===== config.mk =====
export PLATFORM = sky130hd
export DESIGN_NAME = spi_byte_fifo
export DESIGN_NICKNAME = d
export VERILOG_FILES = /design/src/rtl/spi_byte_fifo.sv
export SDC_FILE = /design/constraint.sdc
export NUM_CORES = 1
export LEC_CHECK = 0
export CAP_MARGIN = 40
export CORE_ASPECT_RATIO = 1.4
export CORE_MARGIN = 5
export CORE_UTILIZATION = 44
export DETAILED_ROUTE_END_ITERATION = 10
export GPL_TIMING_DRIVEN = 0
export HOLD_SLACK_MARGIN = 0.02
export PLACE_DENSITY = 0.66
export SLEW_MARGIN = 25
export SYNTH_ARGS = -nofsm -noshare
export SYNTH_HDL_FRONTEND = slang
export SYNTH_SLANG_ARGS = --single-unit

===== constraint.sdc =====
create_clock -name clk -period 6.5 [get_ports clk]
set_input_delay 1.3 -clock clk [delete_from_list [all_inputs] [get_ports clk]]
set_output_delay 1.3 -clock clk [all_outputs]
set_load 0.01 [all_outputs]

===== src/rtl/spi_byte_fifo.sv =====
// spi_byte_fifo: TX/RX byte FIFOs between the bus and spi_master, with levels, irqs and sticky error flags.
module spi_byte_fifo_core #(
  parameter int AW = 4
) (
  input  logic          clk,
  input  logic          rstn,
  input  logic          flush_i,
  input  logic          push_i,
  input  logic [7:0]    data_i,
  input  logic          pop_i,
  output logic [7:0]    head_o,
  output logic [AW:0]   level_o,
  output logic          full_o,
  output logic          empty_o,
  output logic          ovf_o,
  output logic          udf_o
);
  logic [7:0]    mem_q [2**AW];
  logic [AW-1:0] rd_q, rd_d, wr_q, wr_d;
  logic [AW:0]   level_q, level_d;
  logic          push_ok, pop_ok;
  assign full_o  = level_q == {1'b1, {AW{1'b0}}};
  assign empty_o = level_q == '0;
  assign push_ok = push_i & ~full_o;
  assign pop_ok  = pop_i & ~empty_o;
  assign ovf_o   = push_i & full_o & ~flush_i;
  assign udf_o   = pop_i & empty_o & ~flush_i;
  assign head_o  = mem_q[rd_q];
  assign level_o = level_q;
  always_comb begin
    rd_d    = flush_i ? '0 : rd_q + AW'(pop_ok);
    wr_d    = flush_i ? '0 : wr_q + AW'(push_ok);
    level_d = flush_i ? '0 : level_q + (AW+1)'(push_ok) - (AW+1)'(pop_ok);
  end
  always_ff @(posedge clk or negedge rstn)
    if (!rstn) begin
      rd_q    <= '0;
      wr_q    <= '0;
      level_q <= '0;
    end else begin
      rd_q    <= rd_d;
      wr_q    <= wr_d;
      level_q <= level_d;
    end
  // Storage is not reset; a flushed push must not land in the array either.
  always_ff @(posedge clk)
    if (push_ok && !flush_i) mem_q[wr_q] <= data_i;
endmodule

module spi_byte_fifo #(
  parameter int AW     = 4,
  parameter int TX_THR = 4,
  parameter int RX_THR = 4
) (
  input  logic          clk,
  input  logic          rstn,
  input  logic          tx_flush,
  input  logic          rx_flush,
  input  logic          err_clr,
  input  logic          tx_wr_en,
  input  logic [7:0]    tx_wr_data,
  output logic          tx_full,
  output logic [AW:0]   tx_level,
  input  logic          rx_rd_en,
  output logic [7:0]    rx_rd_data,
  output logic          rx_empty,
  output logic [AW:0]   rx_level,
  output logic          tx_buf_vld,
  output logic [7:0]    tx_buf_byte,
  input  logic          tx_buf_req,
  output logic          rx_buf_vld,
  input  logic [7:0]    rx_buf_byte,
  input  logic          rx_buf_req,
  output logic          tx_irq,
  output logic          rx_irq,
  output logic [3:0]    err_flags
);
  logic       tx_empty, rx_full, tx_ovf, tx_udf, rx_ovf, rx_udf;
  logic [3:0] err_q, err_d;
  spi_byte_fifo_core #(.AW(AW)) u_tx (
    .clk(clk), .rstn(rstn), .flush_i(tx_flush), .push_i(tx_wr_en), .data_i(tx_wr_data),
    .pop_i(tx_buf_req), .head_o(tx_buf_byte), .level_o(tx_level), .full_o(tx_full),
    .empty_o(tx_empty), .ovf_o(tx_ovf), .udf_o(tx_udf)
  );
  spi_byte_fifo_core #(.AW(AW)) u_rx (
    .clk(clk), .rstn(rstn), .flush_i(rx_flush), .push_i(rx_buf_req), .data_i(rx_buf_byte),
    .pop_i(rx_rd_en), .head_o(rx_rd_data), .level_o(rx_level), .full_o(rx_full),
    .empty_o(rx_empty), .ovf_o(rx_ovf), .udf_o(rx_udf)
  );
  assign tx_buf_vld = ~tx_empty;
  assign rx_buf_vld = ~rx_full;
  assign tx_irq     = tx_level <= (AW+1)'(TX_THR);
  assign rx_irq     = rx_level >= (AW+1)'(RX_THR);
  assign err_flags  = err_q;
  // New errors are OR-ed after the clear so a same-cycle event survives err_clr.
  always_comb err_d = (err_clr ? 4'b0 : err_q) | {rx_udf, rx_ovf, tx_udf, tx_ovf};
  always_ff @(posedge clk or negedge rstn)
    if (!rstn) err_q <= '0;
    else err_q <= err_d;
endmodule


# Word level (Yosys, flattened, before mapping)

Memories as Yosys holds them, arrays and structs flattened.
Cells that the tools add are included.

Bits in registers: 30
RAM bits: 256
Bits of input ports: 25
Output and inout bits: 36
Word-level logic and storage cells: 57
Memories: 2

Memory list:

| memory     | words | width | read ports | clocked after Yosys merged registers in | write ports | RTL line | RTL |
|---|---|---|---|---|---|---|---|
| u_rx.mem_q | 16    | 8     | 1          | 0                                       | 1           | 18       | `logic [7:0] mem_q [2**AW];` |
| u_tx.mem_q | 16    | 8     | 1          | 0                                       | 1           | 18       |  |

Add/subtract/negate cells: 8
Magnitude comparators: 2
Equal/unequal tests: 2
Multiplexer cells: 11
Bitwise gates (word level): 19
Reductions and logical operators: 6

Operators with widths:

| operator           | count |
|---|---|
| $mux 4             | 5 |
| $add 4x1->4        | 4 |
| $and 1x1->1        | 12 |
| $add 5x1->5        | 2 |
| $eq 5x5->1 const B | 2 |
| $logic_not 5->1    | 2 |
| $mux 5             | 2 |
| $sub 5x1->5        | 2 |
| $not 1->1          | 6 |
| $ge 5x3->1 const B | 1 |
| $le 5x3->1 const B | 1 |
| $mux 1             | 4 |
| $or 4x4->4         | 1 |
| $logic_and 1x1->1  | 2 |
| $logic_not 1->1    | 2 |

# Longest topological paths before layout

Depth in word-level cells: 6
Depth in mapped cells: 14
Depth with buffers taken out: 14

# Modules after synthesis

Synthesis repeated with hierarchy kept, for this count alone.

Cells, all modules: 604
Area total of the unflattened synthesis: 11,583.6 µm²

Modules (own cells, without submodules):

| module                     | instances | cells an instance | area an instance (µm²) | seq. area each (µm²) |
|---|---|---|---|---|
| spi_byte_fifo_core at u_tx | 1         | 295               | 5,723.0                | 4,169.0 |
| spi_byte_fifo_core at u_rx | 1         | 295               | 5,700.5                | 4,169.0 |
| spi_byte_fifo              | 1         | 14                | 160.2                  | 100.1 |

# Worst setup path after synthesis

OpenSTA, ideal clock, no wires.

Kind: input-to-reg
Start point: in tx_buf_req
End point: reg u_tx.level_q[4], in the netlist u_tx.level_o[4]
Library setup time: 0.136 ns
Arrival: 2.816 ns
Data required time: 6.364 ns
Setup slack: 3.548 ns
Cell stages on the path: 11
Path buffers: 0
Cell sequence: inv_1 > a31oi_1 > ha_1 > inv_1 > ha_1 > inv_1 > fa_1 > nand2b_1 > a21oi_1 > or3_1 > a21oi_1

Word-level cells in the longest chain between the ends: 3

RTL lines:

| what                   | RTL line | RTL |
|---|---|---|
| start: declaration     | 70       | `input logic tx_buf_req,` |
| $and 1x1->1            | 25       | `assign pop_ok = pop_i & ~empty_o;` |
| $sub 5x1->5            | 33       | `level_d = flush_i ? '0 : level_q + (AW+1)'(push_ok) - (AW+1)'(pop_ok);` |
| $mux 5                 | 33       |  |
| via u_tx.level_d[4]    | 20       | `logic [AW:0] level_q, level_d;` |
| end signal: assignment | 43       | `level_q <= level_d;` |
| end: declaration       | 20       |  |

The timed path passes the listed nets, and every way through them passes these cells.

# Worst setup path after layout

Start point: reg u_rx.rd_q[1]
End point: out rx_rd_data[4]

Word-level cells in the longest chain between the ends: 1

RTL lines:

| what                     | RTL line | RTL |
|---|---|---|
| start: declaration       | 19       | `logic [AW-1:0] rd_q, rd_d, wr_q, wr_d;` |
| start signal: assignment | 41       | `rd_q <= rd_d;` |
| $mem_v2 16x8             | n/a      |  |
| end: declaration         | 65       | `output logic [7:0] rx_rd_data,` |

No other way between the ends.

==> summary.md <==
| Metric | Value |
|---|---|
| Status | `complete, no violations` |
| Final RePlAce weighted congestion | `0.772` |
| Core footprint | `26100 sq um` |
| Arrival time at the worst endpoint | `2.89 ns` |
| EDFF count, synth | `256` |
| Routed len/inst | `21.7 um` |
| Final TNS setup | `0 ns` |
| Die W | `147 um` |
| CTS tree | `built` |
| Async S/R FF share, synth | `10.5%` |
| Ys flop type | `edfxtp_1` |
| Row cnt | `70` |
| First-pass GRT wire length | `35.4 mm` |
| CTS Sinks | `286` |
| Clock period minus worst slack | `4.19 ns` |
| Crit. End Element | `output pin` |
| Initial antenna violation count | `0` |
| Initial Util | `44.6%` |
| GRT Overall Usage | `15.4%` |
| Worst Hold Class | `reg2reg` |
| Pleak | `4.62 nW` |
| H-tree levels | `1` |
| Synthesized net count | `658` |
| Register area | `8440 sq um` |
| Via Count | `5822` |
| First DRT Iteration DRCs | `333` |
| Worst reg-to-reg path cell count | `12` |
| Io pins | `61` |
| # fillers | `2119` |
| Vias in the first global route | `6224` |
| Worst-Margin Slew | `0.819 ns` |
| Vias per inst | `5.53` |
| Area delta synth->final | `16.7%` |
| Final HPWL DP | `15.8 mm` |
| Slew Viols, Final | `0` |
| # Post-CTS Setup Buffers | `0` |
| Maxcap violations | `0` |
| Residual DRC | `0` |
| WL final | `22.8 mm` |
| PortBufs | `60` |
| Max Clk Rate | `239 MHz` |
| Fin nets | `760` |
| Post-CTS sizing | `0` |
| Reg clk slew, reported paths | `0.06 ns` |
| Area of the multi-input gates | `2930 sq um` |
| CP required | `5.20 ns` |
| Inserted Diodes | `0` |
| Clk buf depth | `3` |
| PnR worst setup slack | `2.31 ns` |
| Power Density | `348 nW/um^2` |
| Yosys reg bits | `286` |
| Syn Inst Count | `608` |
| WS Path Type | `reg2out` |
| Hold depth | `2` |
| Clk_skew | `0.0168 ns` |
| RSZ-0062 raised after global routing | `false` |
| Clk_lat worst skew | `0.52 ns` |
| WHS | `0.552 ns` |
| Final setup violation count | `0` |
| Fin util | `52.0%` |
| Yosys top cell by area | `edfxtp_1` |
| Die Ht | `202 um` |
| Detailed Routing Iterations Pass 1 | `4` |
| Synth warn | `0` |
| Synth Cell Area | `11600 sq um` |
| Total Power | `4.73 mW` |
| Worst slew margin | `45.2%` |
| Post-synth top area share | `66.1%` |
| Worst VDD drop | `0.265 mV` |
| Post-route ant nets | `0` |
| Pre-CTS WS | `2.69 ns` |
| Startpoint Class | `flop` |
| Endpoints failing hold | `0` |
| R2R Setup Slk | `3.86 ns` |
| Share of cells above drive strength 1 | `15.6%` |
| GRT overflow | `0` |
| CTS root buf | `clkbuf_16` |
| CTS buffer count | `27` |
| Final period utilization | `64.4%` |
| Mapped Avg Cell Area | `19.1 sq um` |
| Ranking of synthesized cells by area | `edfxtp_1 66%, mux4_2 7.0%, dfrtp_1 6.5%, mux4_1 6.3%, ha_1 2.5%` |
| Distinct cells, synth | `33` |
| Hold-fix buffers, CTS | `0` |
| Register area share after synthesis | `72.5%` |
| Die area | `29800 sq um` |
| Largest net degree at the start of global routing | `31` |
| Maximum fanout along the worst path | `10` |
power breakdown:
part | switching (mW) | internal, mW | total (mW)
clock network | 0.617 | 0.814 | 1.43
logic | 0.558 | 0.616 | 1.17
registers | 0.0496 | 2.07 | 2.12
total | 1.22 | 3.50 | 4.73
critical path: stages, from the launching register on:
cell and delay, ns:
dfrtp_1 0.35, buf_2 0.19, clkbuf_1 0.56, mux4_2 0.42
a22oi_1 0.22, nand2_1 0.11, clkdlybuf4s50_1 0.49
cells in the mapped netlist (2+ instances only):
master,number
inv_1,26
nand3_1,9
buf_4,3
buf_6,6
o22ai_1,2
or3_1,2
and2_1,4
o21ai_0,2
a21oi_1,6
and2b_1,2
clkbuf_1,6
xor2_1,6
nand2_1,23
a31oi_1,2
nand2b_1,8
nor3_1,9
edfxtp_1,256
buf_2,6
nor2b_1,13
a22oi_1,32
dfrtp_1,30
clkdlybuf4s25_2,6
nor2_1,44
fa_1,2
nand3b_1,4
mux4_1,28
xnor2_1,6
mux4_2,36
a21o_1,2
ha_1,23
o32ai_1,2
metal layers:
layer,track usage (%),part of all wire (%),routed length [um],vias to the layer above
met5,0,0,0,-
met4,3.56,1.8,403,0
met3,2.20,3.7,848,34
met2,30.1,57,13100,133
met1,17.5,37,8450,3024
li1,-,-,-,2631
cells by family after synthesis:
group	after synthesis	share of synthesized area (%)
and+or+nand+nor	119	4.87
AOI/OAI and AO/OA	49	2.99
muxes	64	13.3
DFF	286	72.5
xor gates and xnor gates	12	0.904
adders and majority gates	25	2.82
buffers and inverters	53	2.58
area by class of cell:
| type | instances | share of cell area [%] |
|---|---|---|
| flip-flops and latches | 286 | 62.2 |
| clock buffers | 38 | 5.36 |
| inverters | 26 | 0.719 |
| multi-input cells | 269 | 21.6 |
| plain buffers | 27 | 1.49 |
| clock inverters | 10 | 0.526 |
| repair buffers | 73 | 5.11 |
| well taps | 324 | 2.99 |
through the flow:
stage,std cells,cell area (sq um)
after floorplan,608,11600
after global placement,992,12600
after detailed placement,997,12700
after CTS,1045,13500
after global routing,1053,13600
final,1053,13600
layout by cell type, fill, tap and decap left out, drive strengths merged, types with 4 or more instances in the layout:
cell	count
nand2b	8
inv	26
nand3b	4
nor3	9
nor2	44
clkbuf	49
a21oi	6
clkdlybuf4s50	59
clkinv	9
a22oi	32
buf	24
dfrtp	30
nand2	23
ha	23
xor2	6
edfxtp	256
clkdlybuf4s25	6
nor2b	13
xnor2	6
and2	4
nand3	9
mux4	64
worst paths after layout:
path | from | to
max in group asynchronous | rstn | u_tx.wr_q[2]$_DFF_PN0_
setup reg to reg | u_tx.level_o[2]$_DFF_PN0_ | u_tx.level_o[4]$_DFF_PN0_
hold reg to reg | err_flags[3]$_DFF_PN0_ | err_flags[3]$_DFF_PN0_
min in group asynchronous | rstn | u_rx.level_o[3]$_DFF_PN0_
setup / recovery | u_rx.rd_q[1]$_DFF_PN0_ | rx_rd_data[4]
hold / removal | err_flags[3]$_DFF_PN0_ | err_flags[3]$_DFF_PN0_
sequential cells by signal (all words and copies together) (netlist names):
register / count
u_rx.mem_q: 128
u_rx.level_o: 5
u_rx.wr_q: 4
u_tx.rd_q: 4
err_flags: 4
u_tx.wr_q: 4
u_tx.level_o: 5
u_rx.rd_q: 4
u_tx.mem_q: 128
Power figures use the tool's default switching activity.
